### src/rtl/button_debounce_pkg.sv
// Shared definitions for the push-button conditioning path: FSM state
// encoding and the stable-time defaults for simulation and silicon.
package button_pkg;

    typedef enum logic [1:0] {
        ST_IDLE_LOW  = 2'd0,
        ST_WAIT_HIGH = 2'd1,
        ST_IDLE_HIGH = 2'd2,
        ST_WAIT_LOW  = 2'd3
    } state_t;

    localparam int DB_CYCLES_SIM = 4;
    localparam int DB_CYCLES_HW  = 1000000;

endpackage

### src/rtl/sync_2ff.sv
// Generic two-flop synchroniser for asynchronous pins; clears to zero on reset.
module sync_2ff #(
    parameter int WIDTH = 1
) (
    input  logic             clk,
    input  logic             rst_n,
    input  logic [WIDTH-1:0] d,
    output logic [WIDTH-1:0] q
);

    logic [WIDTH-1:0] s1_r;
    logic [WIDTH-1:0] s2_r;

    // Two-stage metastability filter
    always_ff @(posedge clk or negedge rst_n) begin
        if (!rst_n) begin
            s1_r <= '0;
            s2_r <= '0;
        end else begin
            s1_r <= d;
            s2_r <= s1_r;
        end
    end

    assign q = s2_r;

endmodule

### src/rtl/button_debounce.sv
// Push-button front end: synchronises the raw pin, accepts a new level only
// after it has been stable for DB_CYCLES, and emits press/release strobes.
module button_debounce
    import button_pkg::*;
#(
    parameter int DB_CYCLES = DB_CYCLES_HW,
    parameter int CNT_W     = $clog2(DB_CYCLES)
) (
    input  logic clk,
    input  logic rst_n,
    input  logic btn_raw,
    output logic btn_db,
    output logic btn_rise,
    output logic btn_fall
);

    localparam logic [CNT_W-1:0] CNT_LAST = CNT_W'(DB_CYCLES - 1);

    logic             sync_s;
    state_t           state_r;
    logic [CNT_W-1:0] cnt_r;
    logic             db_r;
    logic             rise_r;
    logic             fall_r;

    sync_2ff #(
        .WIDTH (1)
    ) u_sync (
        .clk   (clk),
        .rst_n (rst_n),
        .d     (btn_raw),
        .q     (sync_s)
    );

    // Debounce FSM; strobes default low and pulse only on the accepting edge
    always_ff @(posedge clk or negedge rst_n) begin
        if (!rst_n) begin
            state_r <= ST_IDLE_LOW;
            cnt_r   <= '0;
            db_r    <= 1'b0;
            rise_r  <= 1'b0;
            fall_r  <= 1'b0;
        end else begin
            rise_r <= 1'b0;
            fall_r <= 1'b0;
            case (state_r)
                ST_IDLE_LOW: begin
                    cnt_r <= '0;
                    if (sync_s) begin
                        state_r <= ST_WAIT_HIGH;
                    end else begin
                        state_r <= ST_IDLE_LOW;
                    end
                end
                ST_WAIT_HIGH: begin
                    if (!sync_s) begin
                        state_r <= ST_IDLE_LOW;
                        cnt_r   <= '0;
                    end else if (cnt_r == CNT_LAST) begin
                        state_r <= ST_IDLE_HIGH;
                        cnt_r   <= '0;
                        db_r    <= 1'b1;
                        rise_r  <= 1'b1;
                    end else begin
                        cnt_r <= cnt_r + CNT_W'(1);
                    end
                end
                ST_IDLE_HIGH: begin
                    cnt_r <= '0;
                    if (!sync_s) begin
                        state_r <= ST_WAIT_LOW;
                    end else begin
                        state_r <= ST_IDLE_HIGH;
                    end
                end
                ST_WAIT_LOW: begin
                    if (sync_s) begin
                        state_r <= ST_IDLE_HIGH;
                        cnt_r   <= '0;
                    end else if (cnt_r == CNT_LAST) begin
                        state_r <= ST_IDLE_LOW;
                        cnt_r   <= '0;
                        db_r    <= 1'b0;
                        fall_r  <= 1'b1;
                    end else begin
                        cnt_r <= cnt_r + CNT_W'(1);
                    end
                end
                default: begin
                    state_r <= ST_IDLE_LOW;
                    cnt_r   <= '0;
                    db_r    <= 1'b0;
                end
            endcase
        end
    end

    assign btn_db   = db_r;
    assign btn_rise = rise_r;
    assign btn_fall = fall_r;

endmodule

### config.mk
export PLATFORM = sky130hd
export DESIGN_NAME = button_debounce
export DESIGN_NICKNAME = d
export VERILOG_FILES = /design/src/rtl/button_debounce_pkg.sv /design/src/rtl/sync_2ff.sv /design/src/rtl/button_debounce.sv
export SDC_FILE = /design/constraint.sdc
export NUM_CORES = 1
export LEC_CHECK = 0
export CAP_MARGIN = 20
export CELL_PAD_IN_SITES_DETAIL_PLACEMENT = 1
export CELL_PAD_IN_SITES_GLOBAL_PLACEMENT = 1
export CORE_AREA = 5 5 50 74
export DETAILED_ROUTE_END_ITERATION = 7
export DIE_AREA = 0 0 55 79
export PLACE_DENSITY_LB_ADDON = 0.1
export SYNTH_ARGS = -nofsm -noshare
export SYNTH_HDL_FRONTEND = slang
export SYNTH_SLANG_ARGS = --single-unit
### constraint.sdc
create_clock -name clk -period 2.05 [get_ports clk]
set_input_delay 0.3075 -clock clk [delete_from_list [all_inputs] [get_ports clk]]
set_output_delay 0.3075 -clock clk [all_outputs]
set_load 0.02 [all_outputs]
==> results by group <==
Status
  – Status: finished clean

Synthesis
  – Synth Area in Simple Gates: 26.66%
  – Area leader, netlist: dfrtp_1
  – Area share of fa/ha/maj cells after synthesis: 0.9488%
  – Post-Synthesis Cell Area: 0.001319 sq mm
  – Syn Nets: about 130
  – Synth Register Bits: 27
  – Mux cell area share after synthesis: 0%
  – Largest family of logic cells by synthesized area: simple AND/OR/NAND/NOR gates
  – Yosys warnings: 0
  – Dominant cells by area after synthesis: dfrtp_1, xor2_1, nor2_1, nand4_1, nand4_4
  – Post-synth cell types: 36
  – Post-synthesis compound-gate area fraction: 8.824%
  – Post-synth top flop: dfrtp_1
  – Top post-synthesis cells by count: dfrtp_1, nor2_1, xor2_1, nand4_1, o21ai_0
  – Synth Area in XOR/XNOR: ~8%
  – Most frequent cell after synthesis: dfrtp_1
  – Mean Syn Cell Area: 10.64 sq um
  – Syn Inst Count: 124
  – Post-synth EDFFs: 0
  – Synth top area share: between 50% and 60%
  – Sequential fraction of the synthesis area: 51.23%
  – Fraction of registers with async set/reset: 100.0%

Power
  – Total Power: between 0.8 and 0.9 mW
  – Leakage: 0.6222 nW
  – Switching Power: around 0.19 mW
  – Flop pwr share: 61.6%
  – Sw frac: 22.08%
  – Max VDD drop: ~0.37 mV
  – Pint: approximately 0.68 mW
  – Clk pwr share: 34.9%
  – Power per Cell Area: roughly 600 mW/mm^2
  – Comb power frac: about 3.5%

Floorplan
  – # rows: 25
  – Io pins: 6
  – Die width: 55 microns
  – Initial Util: between 40 and 50%
  – Core area: about 0.0030 sq mm
  – Die ar.: 0.004345 sq mm
  – Die height: about 80 microns

Place
  – Cells after DPL: about 170
  – Detail Placement HPWL: 1.925 mm
  – Placer Congestion: ~0.73
  – Port buffer count: 5
  – Pre-CTS setup slack: slightly below 0.3 ns

Routing
  – WL/cell: 15.95 microns
  – Via-per-instance ratio: between 5 and 6
  – Post-Route WL: around 2.7 mm
  – # DRC: 0
  – TritonRoute pass-1 iters: 4
  – DR iter-0 viols: 6
  – Vias: about 940
  – Remaining antenna violation count: 0

Timing
  – Least-Margin Pin Slew: between 0.3 and 0.4 ns
  – Setup TNS: 0 ns
  – FMAX: 568.6 MHz
  – Fin. Hold Viols: 0
  – Period minus WS final: 1.759 ns
  – Max-slew violations: 0
  – RSZ-0062 raised after global routing: false
  – Final setup fails: 0
  – Final Cycle Share: 85.79%
  – Final setup skew: about 0.0066 ns
  – Final worst slack: between 0.2 and 0.3 ns
  – Slew HR: 73.98%

Final layout
  – Ant. Diodes: 0
  – Nets: between 100 and 150
  – Final Non-Filler Cells: ~170
  – Layout area overhead: 9.867%
  – Fillers: 370
  – Share of layout cells above drive strength 1: about an eighth
  – Layout Utilization: between 40 and 50%

Global routing
  – Antenna violations before repair: 0
  – Number of global-route vias before repair: 1047
  – Largest net degree at the start of global routing: 28
  – Global-route wire length before repair: roughly 4.9 mm
  – Tot GR Track Use: 15.42%
  – Grt total ovfl: 0

Clock network
  – Clk pin slew, worst setup/hold paths: around 0.090 ns
  – Max Buffers Root-to-Sink: 2
  – Insertion delay to the later sink of the worst-skew pair: around 0.28 ns
  – Hold_buf cts: 0
  – Clk sink count: 27
  – Post-CTS setup buffers: 0
  – CTS root buf: clkbuf_8
  – Max H-tree Level: 1
  – Post-CTS sizing: 0
  – CTS tree: built
  – CTS Buf Count: 3

Hold path
  – Hold WC Path Type: flop to flop

Worst setup path
  – Req. time, crit path: about 2.2 ns
  – Crit-path cells: and4_1 -> nand4_2 -> or2_1 -> a211o_1
  – CP Class: flop to flop
  – Slowest CP cell: dfrtp_1
  – Critical-path maximum fanout: 5
  – Bufs and invs on worst path: 0
  – CP arrival: 1.93 ns
  – Worst path max stage delay: roughly 0.43 ns
  – Worst Setup Start Kind: flop
  – Setup crit end kind: flop
  – Worst path top cell family by delay: simple AND/OR/NAND/NOR gates

Job
  – Number of max-cap violations: 0
[kinds of logic (layout without fill, tap and decap cells)]
family	Yosys count	after routing
fa+ha+maj	1	1
compound gates	19	19
buf+inv	10	17
simple gates	55	55
flops	27	27
xor+xnor	12	12
[metrics by stage]
step / area (sq um) / hold WS (ns)
finish: 1449 / 0.3750
floorplan: 1319 / 0.01191
global placement: 1403 / 0.3450
CTS: 1449 / 0.3776
global route: 1449 / 0.3903
detailed placement: 1403 / 0.3552
[metal layers]
metal | wire length, microns | vias to the layer above | part of all wire, % | GRT usage [%]
li1 | - | 445 | - | -
met1 | 1141 | 482 | 42 | 19.17
met2 | 1498 | 7 | 55 | 26.18
met3 | 50 | 3 | 1.8 | 2.439
met4 | 38 | 0 | 1.4 | 5.109
met5 | 0 | - | 0 | 0
[final timing paths]
| path | depth (start not counted) | startpoint | slack (ns) | end |
|---|---|---|---|---|
| hold reg to reg | 0 | u_sync.s1_r | 0.37 | u_sync.q |
| setup / recovery | 4 | cnt_r[2] | 0.29 | btn_db |
| min in group asynchronous | 2 | rst_n | 0.39 | cnt_r[11] |
| hold / removal | 0 | u_sync.s1_r | 0.37 | u_sync.q |
| max in group asynchronous | 2 | rst_n | 1.40 | cnt_r[7] |
| setup reg to reg | 4 | cnt_r[2] | 0.29 | btn_db |
[area by class of cell]
class / instances / area [sq um] / area share (%)
clock inverter: 1 / 5.005 / 0.3454
inverter: 5 / 18.77 / 1.295
tap: 40 / 50.05 / 3.454
sequential: 27 / 675.6 / 46.63
clock buffer: 3 / 41.29 / 2.850
timing repair buffer: 8 / 72.57 / 5.009
multi-input combinational: 87 / 585.6 / 40.41
[cells in the final DEF, fill, tap and decap left out, drive strengths merged, types with 2 or more instances in the layout]
master / Yosys / layout
a21oi: 7 / 7
and2: 6 / 6
and4: 2 / 2
buf: 4 / 3
clkbuf: 1 / 3
clkdlybuf4s50: 0 / 5
dfrtp: 27 / 27
inv: 5 / 5
nand2: 5 / 5
nand3: 4 / 4
nand4: 10 / 10
nor2: 13 / 13
nor4: 2 / 2
o21ai: 7 / 7
o31ai: 2 / 2
or2: 2 / 2
or3: 5 / 5
or4: 2 / 2
xnor2: 2 / 2
xor2: 10 / 10
[registers in the layout (all words and copies together) (netlist names), named ones only]
register	flops
btn_rise	1
u_sync.s1_r	1
cnt_r	20
btn_db	1
state_r	1
u_sync.q	1
btn_fall	1
[power groups by stage]
stage	clock (mW)	combinational (mW)	sequential, mW
detailed placement	0	0.0320	0.551
CTS	0.320	0.0323	0.540
floorplan	0	0.0130	0.550
global route	0.341	0.0358	0.541
finish	0.306	0.0310	0.540
global placement	0	0.0321	0.550
Power figures use the tool's default switching activity.
